--- config.mk ---
export PLATFORM = sky130hd
export DESIGN_NAME = main_byte_host
export DESIGN_NICKNAME = d
export VERILOG_FILES = /design/src/rtl/main_byte_host_pkg.sv /design/src/rtl/main_byte_host_ser.sv /design/src/rtl/main_byte_host.sv
export SDC_FILE = /design/constraint.sdc
export NUM_CORES = 1
export LEC_CHECK = 0
export CAP_MARGIN = 30
export CORE_MARGIN = 2
export CORE_UTILIZATION = 35
export DETAILED_ROUTE_END_ITERATION = 10
export SLEW_MARGIN = 10
export SYNTH_ARGS = -nofsm -noshare
export SYNTH_HDL_FRONTEND = slang
export SYNTH_SLANG_ARGS = --single-unit
--- constraint.sdc ---
create_clock -name clk -period 1.9 [get_ports clk]
set_input_delay 0.19 -clock clk [delete_from_list [all_inputs] [get_ports clk]]
set_output_delay 0.19 -clock clk [all_outputs]
set_load 0.03 [all_outputs]
--- src/rtl/main_byte_host_pkg.sv ---
// Shared definitions for the byte-stream host bridge in front of the main FrodoKEM core.
// Command codes mirror the main core's command set; only the width and null code matter here.
package main_byte_host_pkg;

    localparam int MainCMD_SIZE = 4;
    localparam logic [MainCMD_SIZE-1:0] MainCMD_NONE = '0;

    localparam int CMD_FLAG   = 7;
    localparam int WORD_BYTES = 8;

    typedef enum logic [1:0] {
        RX_HDR,
        RX_CMD_ISSUE,
        RX_COLLECT,
        RX_WORD_ISSUE
    } rx_state_t;

    typedef enum logic {
        TX_IDLE,
        TX_SHIFT
    } tx_state_t;

    function automatic logic is_last_byte(input logic [2:0] idx);
        return idx == 3'(WORD_BYTES - 1);
    endfunction

endpackage

--- src/rtl/main_byte_host_ser.sv ---
// TX serializer: accepts a 64-bit word and emits it as eight bytes, most significant first.
module word_to_bytes_ser
    import main_byte_host_pkg::*;
(
    input  logic        clk,
    input  logic        rst,
    input  logic [63:0] i_word,
    input  logic        i_word_valid,
    output logic        o_word_ready,
    output logic [7:0]  o_byte,
    output logic        o_byte_valid,
    input  logic        i_byte_ready
);

    tx_state_t   r_state;
    logic [63:0] r_sreg;
    logic [2:0]  r_tx_idx;
    logic        r_byte_valid;

    assign o_word_ready = (r_state == TX_IDLE);
    assign o_byte       = r_sreg[63:56];
    assign o_byte_valid = r_byte_valid;

    // Shifting out all eight bytes leaves the register zero, so o_byte idles at 0.
    always_ff @(posedge clk) begin
        if (!rst) begin
            r_state      <= TX_IDLE;
            r_sreg       <= '0;
            r_tx_idx     <= '0;
            r_byte_valid <= 1'b0;
        end else begin
            case (r_state)
                TX_IDLE: begin
                    if (i_word_valid) begin
                        r_sreg       <= i_word;
                        r_tx_idx     <= '0;
                        r_byte_valid <= 1'b1;
                        r_state      <= TX_SHIFT;
                    end
                end
                TX_SHIFT: begin
                    if (i_byte_ready) begin
                        r_sreg <= {r_sreg[55:0], 8'h00};
                        if (is_last_byte(r_tx_idx)) begin
                            r_byte_valid <= 1'b0;
                            r_state      <= TX_IDLE;
                        end else begin
                            r_tx_idx <= r_tx_idx + 3'd1;
                        end
                    end
                end
                default: r_state <= TX_IDLE;
            endcase
        end
    end

endmodule

--- src/rtl/main_byte_host.sv ---
// Byte-link host for main: frames on b_in become commands or 64-bit words, main's output words become bytes.
module main_byte_host
    import main_byte_host_pkg::*;
#(
    parameter int CMD_SIZE = MainCMD_SIZE
) (
    input  logic                clk,
    input  logic                rst,
    input  logic [7:0]          b_in,
    input  logic                b_in_isReady,
    output logic                b_in_canReceive,
    output logic [7:0]          b_out,
    output logic                b_out_isReady,
    input  logic                b_out_canReceive,
    output logic [CMD_SIZE-1:0] cmd,
    output logic                cmd_isReady,
    input  logic                cmd_canReceive,
    output logic [63:0]         in,
    output logic                in_isReady,
    input  logic                in_canReceive,
    input  logic [63:0]         out,
    input  logic                out_isReady,
    output logic                out_canReceive
);

    rx_state_t           r_rx_state;
    logic [CMD_SIZE-1:0] r_cmd;
    logic                r_cmd_isReady;
    logic [63:0]         r_in;
    logic                r_in_isReady;
    logic [55:0]         r_shift;
    logic [2:0]          r_byte_idx;
    logic [6:0]          r_words_left;

    assign b_in_canReceive = (r_rx_state == RX_HDR) || (r_rx_state == RX_COLLECT);
    assign cmd             = r_cmd;
    assign cmd_isReady     = r_cmd_isReady;
    assign in              = r_in;
    assign in_isReady      = r_in_isReady;

    // Frame FSM; words are packed big-endian by arrival, first byte lands in [63:56].
    always_ff @(posedge clk) begin
        if (!rst) begin
            r_rx_state    <= RX_HDR;
            r_cmd         <= '0;
            r_cmd_isReady <= 1'b0;
            r_in          <= '0;
            r_in_isReady  <= 1'b0;
            r_shift       <= '0;
            r_byte_idx    <= '0;
            r_words_left  <= '0;
        end else begin
            case (r_rx_state)
                RX_HDR: begin
                    if (b_in_isReady) begin
                        if (b_in[CMD_FLAG]) begin
                            if (b_in[CMD_SIZE-1:0] != CMD_SIZE'(MainCMD_NONE)) begin
                                r_cmd         <= b_in[CMD_SIZE-1:0];
                                r_cmd_isReady <= 1'b1;
                                r_rx_state    <= RX_CMD_ISSUE;
                            end
                        end else begin
                            r_words_left <= b_in[CMD_FLAG-1:0];
                            r_byte_idx   <= '0;
                            r_rx_state   <= RX_COLLECT;
                        end
                    end
                end
                RX_CMD_ISSUE: begin
                    if (cmd_canReceive) begin
                        r_cmd         <= '0;
                        r_cmd_isReady <= 1'b0;
                        r_rx_state    <= RX_HDR;
                    end
                end
                RX_COLLECT: begin
                    if (b_in_isReady) begin
                        r_shift <= {r_shift[47:0], b_in};
                        if (is_last_byte(r_byte_idx)) begin
                            r_in         <= {r_shift, b_in};
                            r_in_isReady <= 1'b1;
                            r_rx_state   <= RX_WORD_ISSUE;
                        end else begin
                            r_byte_idx <= r_byte_idx + 3'd1;
                        end
                    end
                end
                RX_WORD_ISSUE: begin
                    if (in_canReceive) begin
                        r_in         <= '0;
                        r_in_isReady <= 1'b0;
                        if (r_words_left == '0) begin
                            r_rx_state <= RX_HDR;
                        end else begin
                            r_words_left <= r_words_left - 7'd1;
                            r_byte_idx   <= '0;
                            r_rx_state   <= RX_COLLECT;
                        end
                    end
                end
                default: r_rx_state <= RX_HDR;
            endcase
        end
    end

    word_to_bytes_ser u_ser (
        .clk          (clk),
        .rst          (rst),
        .i_word       (out),
        .i_word_valid (out_isReady),
        .o_word_ready (out_canReceive),
        .o_byte       (b_out),
        .o_byte_valid (b_out_isReady),
        .i_byte_ready (b_out_canReceive)
    );

endmodule

==> impl_metrics.toml, run 1 <==
[status]
status = "completed"

[timing]
finalHoldViolCount = 0
finalCriticalPeriod_ps = 1828
slew_violations = 0
fmax_mhz = 547.0
clock_skew_ps = 14.36
slew-limit-headroom_pct = 53.75
hold_slack_ps = 317.9
fin_setup_tns_ps = 0
period_share_pct = 96.23
worst_slew_pin_slew_ps = 693.8
finalSetupViolations = 0
timing.final.ws_setup_ps = 71.69

[logic_synthesis]
synthArstFlopShare_pct = 0
yosysTopAreaCell = "dfxtp_1"
synth_xor_area_share_pct = 0
syn-num-nets = 1047
yosys-top-cells-area = "dfxtp_1, nand2_1, a21oi_1, mux2i_1, a211oi_1"
syn_inst = 963
synth_compound_area_share_pct = 17.55
syn_avg_cell_area_sq_um = 8.528
synth.area.mux_share_pct = 7.069
synthDistinctLibCells = 47
synth_simple_gate_area_share_pct = 18.72
synth_edf_count = 0
synthFlopType = "dfxtp_1"
yosys_warnings = 0
seq_area_frac_synth_pct = 50.46
yosys.area.top_type_share_pct = 50.46
syn_area_sq_mm = 0.008213
synth-seq-cells = 207
synth_top_family_by_area = "simple AND/OR/NAND/NOR gates"
synthAdderAreaFrac_pct = 0.7617

[route]
drt-wirelength-per-cell_um = 14.99
drc_errors = 0
ant_nets = 0
first_pass_iters = 5
vias = 7024
drt_iter0_markers = 365
viasPerCell = 4.915
wl_mm = 21.41

[die]
die-area_sq_mm = 0.02471
ios = 160
core_sq_mm = 0.02326
initial_core_util_pct = 35.31
die_x_um = 157.2
rows = 56
die_height_um = 157.2

[placed_design]
port-buffer-count = 159
place.gp.congestion = 0.8286
dpl_cell_area_sq_mm = 0.01027
dp_hpwl_mm = 14.28
dp_worst_setup_slack_ps = 74.81

[global_route]
grt_util_all_layers_pct = 17.17
grt_start_max_net_pins = 64
grt_overflow_total = 0
antenna_found_initial = 0
grt_pass1_wl_mm = 34.58
grt_pass1_vias = 6720

[setup_path]
start_kind = "register"
cp-end-kind = "register"
criticalPathCategory = "reg -> reg"
path_max_fanout = 9
crit_family = "compound AO/OA/AOI/OAI gates"
cp_cell_sequence = "inv_1 -> ha_1 -> nor4b_2 -> a211o_2 -> a221o_1 -> a21oi_1"
crit_slowest_cell = "a211o_2"
critical_path_buf_inv_count = 1
arrival_ps = 2260
critical-path-max-stage-delay_ps = 420
worstPathRequired_ps = 2330

[flow_run]
drv_cap = 0

[clocking]
htree_levels = 1
clkTransAtPathRegs_ps = 60
cts_root_buffer = "clkbuf_16"
clock_path_buffers = 3
hold_buffers = 0
post-cts-setup-buffers = 0
cts_tree = "built"
clock_sinks = 207
clock_latency_ps = 510
cts_made_buffers = 23

[power]
power_leakage_nw = 3.840
p_per_area_mw_per_mm2 = 917.1
peakVddDrop_v = 0.0006304

[layout]
fin_area_sq_mm = 0.01103
final_common_cell = "dfxtp_1"
nets = 1179
num_antenna_cells = 0
area_growth_pct = 34.31
final_cell_mix = "dfxtp_1, nand2_1, clkdlybuf4s50_1, a21oi_1, nor2_1"
drive_gt1_share_pct = 8.018

[min_path]
holdCritPathClass = "in -> reg"
==> synth_stat cells, types with 2 or more instances <==
library cell and instances:
dfxtp_1 207, nand2_1 189, a21oi_1 139, nor2_1 82
nand3_1 69, a211oi_1 58, mux2i_1 58, clkbuf_1 35
buf_2 33, a22oi_1 14, buf_4 12, inv_1 7
buf_1 6, ha_1 5, nor3_1 5, o21ai_0 4
and2_1 3, a32o_1 2, nor2b_1 2, nor3b_1 2
nor4_1 2, o22ai_1 2, o32ai_1 2, or2_2 2
==> kinds of logic after synthesis <==
logic type / after synthesis
multiplexers: 58
adder cells (fa/ha/maj): 5
AND/OR/NAND/NOR: 365
AO/OA/AOI/OAI: 234
buffers and inverters: 94
flip-flops: 207
==> sequential cells by signal, indices dropped and copies added (netlist names), 2 cells and up <==
signal / flops
r_shift: 56
u_ser.r_sreg: 64
cmd: 4
r_words_left: 7
r_rx_state: 2
r_byte_idx: 3
u_ser.r_tx_idx: 3
in: 64
==> tightest hold or removal path, delay by kind of cell <==
family	cells	cell delay, ps
buffers and inverters	1	390
multiplexers	1	120
AO/OA/AOI/OAI	1	80
==> power breakdown <==
part / leakage [nW] / switching (mW) / internal [mW] / total [mW]
Sequential: 1.69 / 0.111 / 4.50 / 4.62
Combinational: 1.79 / 0.581 / 0.525 / 1.11
Clock: 0.364 / 1.74 / 2.65 / 4.39
==> layer usage <==
| layer | up-vias | GRT usage, % | share of wire [%] |
|---|---|---|---|
| met4 | 0 | 3.983 | 1.6 |
| met3 | 22 | 2.919 | 4.4 |
| met5 | - | 0 | 0 |
| met1 | 3260 | 23.60 | 47 |
| li1 | 3611 | - | - |
| met2 | 131 | 28.18 | 47 |
==> worst paths after layout <==
path / start / to / slack [ps] / cells past startpoint
worst max-delay path: r_words_left[0]$_SDFFE_PN0P_ / r_words_left[1]$_SDFFE_PN0P_ / 70 / 6
worst min-delay path: out[53] / u_ser.r_sreg[53]$_SDFFE_PN0P_ / 320 / 3
worst max register to register: r_words_left[0]$_SDFFE_PN0P_ / r_words_left[1]$_SDFFE_PN0P_ / 70 / 6
worst min register to register: in[14]$_SDFFE_PN0P_ / in[14]$_SDFFE_PN0P_ / 450 / 2
==> metrics by stage <==
step | cells | util, % | total power, mW
detailed placement | 1389 | 44.16 | 5.821
global placement | 1389 | 44.16 | 5.807
CTS | 1429 | 47.37 | 10.24
floorplan | 963 | - | 5.365
global route | 1429 | 47.42 | 10.54
finish | 1429 | 47.42 | 10.12
==> area by class of cell <==
cell class	instances	area (sq um)
clock buffer	33	653.1
clock inverter	7	91.34
fill	2366	12230
inverter	7	31.28
multi-input combinational	662	3660
sequential	207	4149
tap	319	399.1
timing repair buffer	194	2047
==> repair_timing <==
item | in CTS | in global routing
gates cloned | 0 | 0
endpoints found under the hold margin | 0 | 0
endpoints found under the setup margin | 1 | 7
resized for setup | 1 | 3
Power figures use the tool's default switching activity.
==> run 2: changes to the inputs <==
- ABC_AREA: unset -> 1
- GPL_TIMING_DRIVEN: unset -> 0
==> run 2 against run 1 <==
  * Design area grew 1.7%
  * Sequential cell count unchanged
  * Clock skew down 7.1 ps
  * Via count grew 14%
  * Clock-buffer cell count grew 3
  * Sequential share of layout area down 0.68 points
  * Register-to-register slack gained 70 ps
  * Cell count up 15%
  * Global-route usage grew 2.2 points
  * Clock power grew 14%
  * Critical path depth is 3 lower
==> impl_metrics.toml, run 2 <==
[status]
status = "completed"

[logic_synthesis]
yosys_warnings = 0
synth-seq-cells = 207
synthFlopType = "dfxtp_1"
synthDistinctLibCells = 25
synth_edf_count = 0
synth_common_cells = "nand2_1, dfxtp_1, a21oi_1"
yosys.area.top_type_share_pct = 49.92
syn_area_sq_mm = 0.008302
synth.most_common_cell = "nand2_1"
yosys-top-cells-area = "dfxtp_1, nand2_1, a21oi_1, nand3_1, a31oi_1"
syn_inst = 1119
syn_avg_cell_area_sq_um = 7.419
syn-num-nets = 1203
yosysTopAreaCell = "dfxtp_1"
seq_area_frac_synth_pct = 49.92
synthArstFlopShare_pct = 0

[timing]
period_share_pct = 96.63
rsz0062_at_grt = "true"
fin_setup_tns_ps = 0
clock_skew_ps = 7.279
worst_slew_pin_slew_ps = 625.8
fmax_mhz = 544.7
finalCriticalPeriod_ps = 1836
slew-limit-headroom_pct = 58.28
slew_violations = 0
finalSetupViolations = 0
finalHoldViolCount = 0

[global_route]
grt_pass1_vias = 7572
antenna_found_initial = 1
grt_start_max_net_pins = 20
grt_pass1_wl_mm = 39.02
grt_util_all_layers_pct = 19.35
grt_overflow_total = 0

[power]
peakVddDrop_v = 0.0005189
swShare_pct = 29.50
pwr-share-clk_pct = 39.9
p_per_area_mw_per_mm2 = 1115
seq_power_share_pct = 39.0
pwr-share-comb_pct = 21.1
power_leakage_nw = 4.120
netSwitchingPower_mw = 3.692
p_int_mw = 8.824

[layout]
num-fill-cells = 2361
fin_area_sq_mm = 0.01122
fin_util_pct = 47.94
fin_cells = 1642
area_growth_pct = 35.15
final_cell_mix = "nand2_1, dfxtp_1, clkdlybuf4s50_1, a21oi_1, nand3_1"
nets = 1389
final_common_cell = "nand2_1"
drive_gt1_share_pct = 8.169

[placed_design]
place_inst = 1596
dpl_cell_area_sq_mm = 0.01028
place.gp.congestion = 0.8340
dp_hpwl_mm = 17.59
port-buffer-count = 158

[clocking]
clock_path_buffers = 3
clkTransAtPathRegs_ps = 60
cts_root_buffer = "clkbuf_16"
clock_sinks = 207
clock_latency_ps = 500
htree_levels = 1
cts_made_buffers = 24
cts_tree = "built"

[die]
rows = 56
die_x_um = 158.0
initial_core_util_pct = 35.47
core_sq_mm = 0.02340
ios = 160
die_height_um = 158.0
die-area_sq_mm = 0.02497

[route]
first_pass_iters = 7
wl_mm = 24.65
vias = 8020
drt_iter0_markers = 594
ant_nets = 0
drt-wirelength-per-cell_um = 15.01
drc_errors = 0
viasPerCell = 4.884

[setup_path]
criticalPathCategory = "reg -> out"
worstPathRequired_ps = 1710
path_max_fanout = 19
arrival_ps = 1650
start_kind = "register"
cp-end-kind = "output port"

[min_path]
holdCritPathClass = "in -> reg"

[flow_run]
drv_cap = 0
run 2: metal layers:
metal / track usage (%) / vias to the layer above / routed length, um
li1: - / 4073 / -
met1: 27.57 / 3676 / 11950
met2: 30.48 / 241 / 10610
met3: 3.668 / 30 / 1663
met4: 4.161 / 0 / 422
met5: 0 / - / 0
run 2: timing repair:
action / in CTS / in global routing
resized for setup: 6 / 12
hold buffers: 0 / 0
pin swaps: 0 / 2
buffers inserted: 0 / 3
endpoints found under the setup margin: 2 / 46
run 2: critical path, cell delays in order, from the launching register on:
cell and delay (ps):
dfxtp_1 340, inv_1 140, clkbuf_4 300, clkdlybuf4s15_2 360
run 2: cell families after synthesis:
| logic type | after synthesis | share of synthesized area (%) |
|---|---|---|
| xor gates and xnor gates | 1 | 0.1055 |
| and+or+nand+nor | 520 | 25.46 |
| AOI/OAI and AO/OA | 261 | 17.03 |
| DFF | 207 | 49.92 |
| buffers and inverters | 125 | 6.737 |
| adders and majority gates | 5 | 0.7536 |
run 2: worst paths after layout:
path                         startpoint                            end  slack, ps  depth (start not counted)
max reg2reg  r_rx_state[0]$_SDFFE_PN0P_        r_shift[1]$_SDFFE_PN0P_        140                          6
max            u_ser.r_state$_SDFF_PN0_                 out_canReceive         60                          3
min reg2reg    r_shift[52]$_SDFFE_PN0P_            in[60]$_SDFFE_PN0P_        460                          2
min                             out[26]  u_ser.r_sreg[26]$_SDFFE_PN0P_        250                          3
run 2: cell type report:
| type | instances | area (sq um) | share of cell area, % |
|---|---|---|---|
| multi-input combinational | 787 | 3611 | 32.18 |
| inverter | 35 | 131.4 | 1.171 |
| buffer | 89 | 440.4 | 3.926 |
| antenna | 1 | 2.502 | 0.02230 |
| clock inverter | 7 | 137.6 | 1.227 |
| clock buffer | 36 | 737.0 | 6.569 |
| tap | 319 | 399.1 | 3.557 |
| sequential | 207 | 4144 | 36.94 |
| timing repair buffer | 161 | 1617 | 14.41 |
run 2: per-stage QoR:
stage | hold slack (ps) | power (mW) | setup WS (ps)
after CTS | 245.0 | 12.52 | 46.75
after global placement | 451.9 | 7.534 | -407.9
final | 254.8 | 12.52 | 63.97
after detailed placement | 455.9 | 7.557 | -429.6
after floorplan | 332.8 | 6.728 | 397.8
after global routing | 257.2 | 13.16 | -12.99
run 2: power by group through the flow:
stage	clock network (mW)	logic [mW]	registers (mW)
2_1_floorplan	0	1.74	4.99
3_3_place_gp	0	2.56	4.97
3_5_place_dp	0	2.59	4.96
4_1_cts	5.05	2.60	4.88
5_1_grt	5.24	3.00	4.92
6_report	4.99	2.64	4.89
==> run 3: changes to the inputs <==
- CORE_UTILIZATION: 35 -> 50
- PLACE_DENSITY: unset -> 0.77
==> run 3 against run 2 <==
  * Sequential share of layout area rose by 0.85 points
  * Register-to-register slack lost 70 ps
  * Via count up 2.4%
  * Hold slack gained 12 ps
  * Critical endpoint unchanged
==> impl_metrics.toml, run 3 (same netlist as run 2, synthesis figures left out) <==
[clocking]
clock_sinks = 207
clock_path_buffers = 3
clock_latency_ps = 500
hold_buffers = 0
cts_made_buffers = 22
cts_root_buffer = "clkbuf_16"
clkTransAtPathRegs_ps = 60
htree_levels = 1
cts_tree = "built"

[timing]
worst_slew_pin_slew_ps = 628.0
period_share_pct = 96.84
slew-limit-headroom_pct = 58.13
finalCriticalPeriod_ps = 1840
finalHoldViolCount = 0
clock_skew_ps = 19.70
fmax_mhz = 543.5
slew_violations = 0
finalSetupViolations = 0
hold_slack_ps = 267.0

[layout]
num_antenna_cells = 0
num-fill-cells = 1361
fin_area_sq_mm = 0.01097
final_cell_mix = "nand2_1, dfxtp_1, clkdlybuf4s50_1, a21oi_1, nand3_1"
nets = 1387
fin_util_pct = 66.86
final_common_cell = "nand2_1"
multiInputGateArea_sq_mm = 0.003626
seq_area_sq_mm = 0.004145
fin_cells = 1539
drive_gt1_share_pct = 8.188
area_growth_pct = 32.13

[setup_path]
path_max_fanout = 10
r2r-end = "in[46]$_SDFFE_PN0P_"
reg2reg_from = "r_byte_idx[0]$_SDFFE_PN0P_"
worstPathRequired_ps = 1710
criticalPathCategory = "reg -> out"
start_kind = "register"
arrival_ps = 1650
cp-end-kind = "output port"
reg2regPathDepth = 10
r2r_slack_ps = 70

[die]
die_x_um = 132.9
ios = 160
initial_core_util_pct = 50.60
core_sq_mm = 0.01641
die_height_um = 132.9
die-area_sq_mm = 0.01765
rows = 47

[route]
ant_nets = 0
wl_mm = 23.22
viasPerCell = 5.335
first_pass_iters = 5
drt_iter0_markers = 523
drt-wirelength-per-cell_um = 15.09
drc_errors = 0
vias = 8210

[placed_design]
dp_hpwl_mm = 16.32
place.gp.congestion = 0.8881
dpl_cell_area_sq_mm = 0.01016
port-buffer-count = 158
place_inst = 1497

[status]
status = "completed"

[global_route]
grt_util_all_layers_pct = 25.63
antenna_found_initial = 0
grt_pass1_wl_mm = 37.41
grt_pass1_vias = 7618
grt_start_max_net_pins = 15
grt_overflow_total = 0

[power]
power_leakage_nw = 4.060
total_power_mw = 11.85
peakVddDrop_v = 0.0007197
p_per_area_mw_per_mm2 = 1080

[min_path]
holdCritPathClass = "in -> reg"
worst_hold_startpoint = "out[33]"
hold_path_depth = 3
holdPathEnd = "u_ser.r_sreg[33]$_SDFFE_PN0P_"

[flow_run]
drv_cap = 0
==> run 3: worst max path at each step <==
stage | start | to
floorplan | r_words_left[0]$_SDFFE_PN0P_ | r_words_left[0]$_SDFFE_PN0P_
global placement | u_ser.r_state$_SDFF_PN0_ | out_canReceive
detailed placement | u_ser.r_state$_SDFF_PN0_ | out_canReceive
CTS | r_byte_idx[0]$_SDFFE_PN0P_ | in[46]$_SDFFE_PN0P_
global route | r_byte_idx[0]$_SDFFE_PN0P_ | in[46]$_SDFFE_PN0P_
finish | u_ser.r_state$_SDFF_PN0_ | out_canReceive
==> run 3: per-stage QoR <==
step / setup slack [ps] / TNS [ps]
3_3_place_gp: -422.4 / -1637
3_5_place_dp: -403.3 / -2163
6_report: 60.08 / 0
4_1_cts: 12.42 / 0
5_1_grt: -14.80 / -36.67
2_1_floorplan: 397.8 / 0
==> run 3: worst max-delay path, stage by stage, from the launching register on <==
cell,delay [ps]
dfxtp_1,350
inv_1,140
buf_4,200
clkbuf_4,230
clkbuf_4,220
==> run 3: per-layer routing <==
layer  vias to the layer above  part of all wire [%]  GRT usage (%)
met2                       281                    45          40.93
met3                        41                   8.3          5.517
met5                         -                     0              0
met1                      3801                    44          34.90
met4                         0                   2.2          7.885
li1                       4087                     -              -
==> run 3: final cells by class <==
type / instances / share of cell area (%)
well taps: 220 / 2.509
plain buffers: 90 / 4.129
clock buffers: 33 / 6.137
clock inverters: 7 / 0.6616
repair buffers: 160 / 14.52
flip-flops and latches: 207 / 37.79
inverters: 35 / 1.198
multi-input cells: 787 / 33.06
==> run 3: report_power, final <==
| group | switching, mW | leakage [nW] | internal [mW] | total, mW |
|---|---|---|---|---|
| Combinational | 1.70 | 2.01 | 0.956 | 2.65 |
| Clock | 1.71 | 0.367 | 2.60 | 4.31 |
| Sequential | 0.222 | 1.69 | 4.66 | 4.88 |
==> run 3: what timing repair did <==
action / in CTS / in global routing
gates resized for setup: 11 / 18
setup buffers: 0 / 2
pin swaps: 0 / 1
setup endpoints to repair: 3 / 51
hold endpoints to repair: 0 / 0
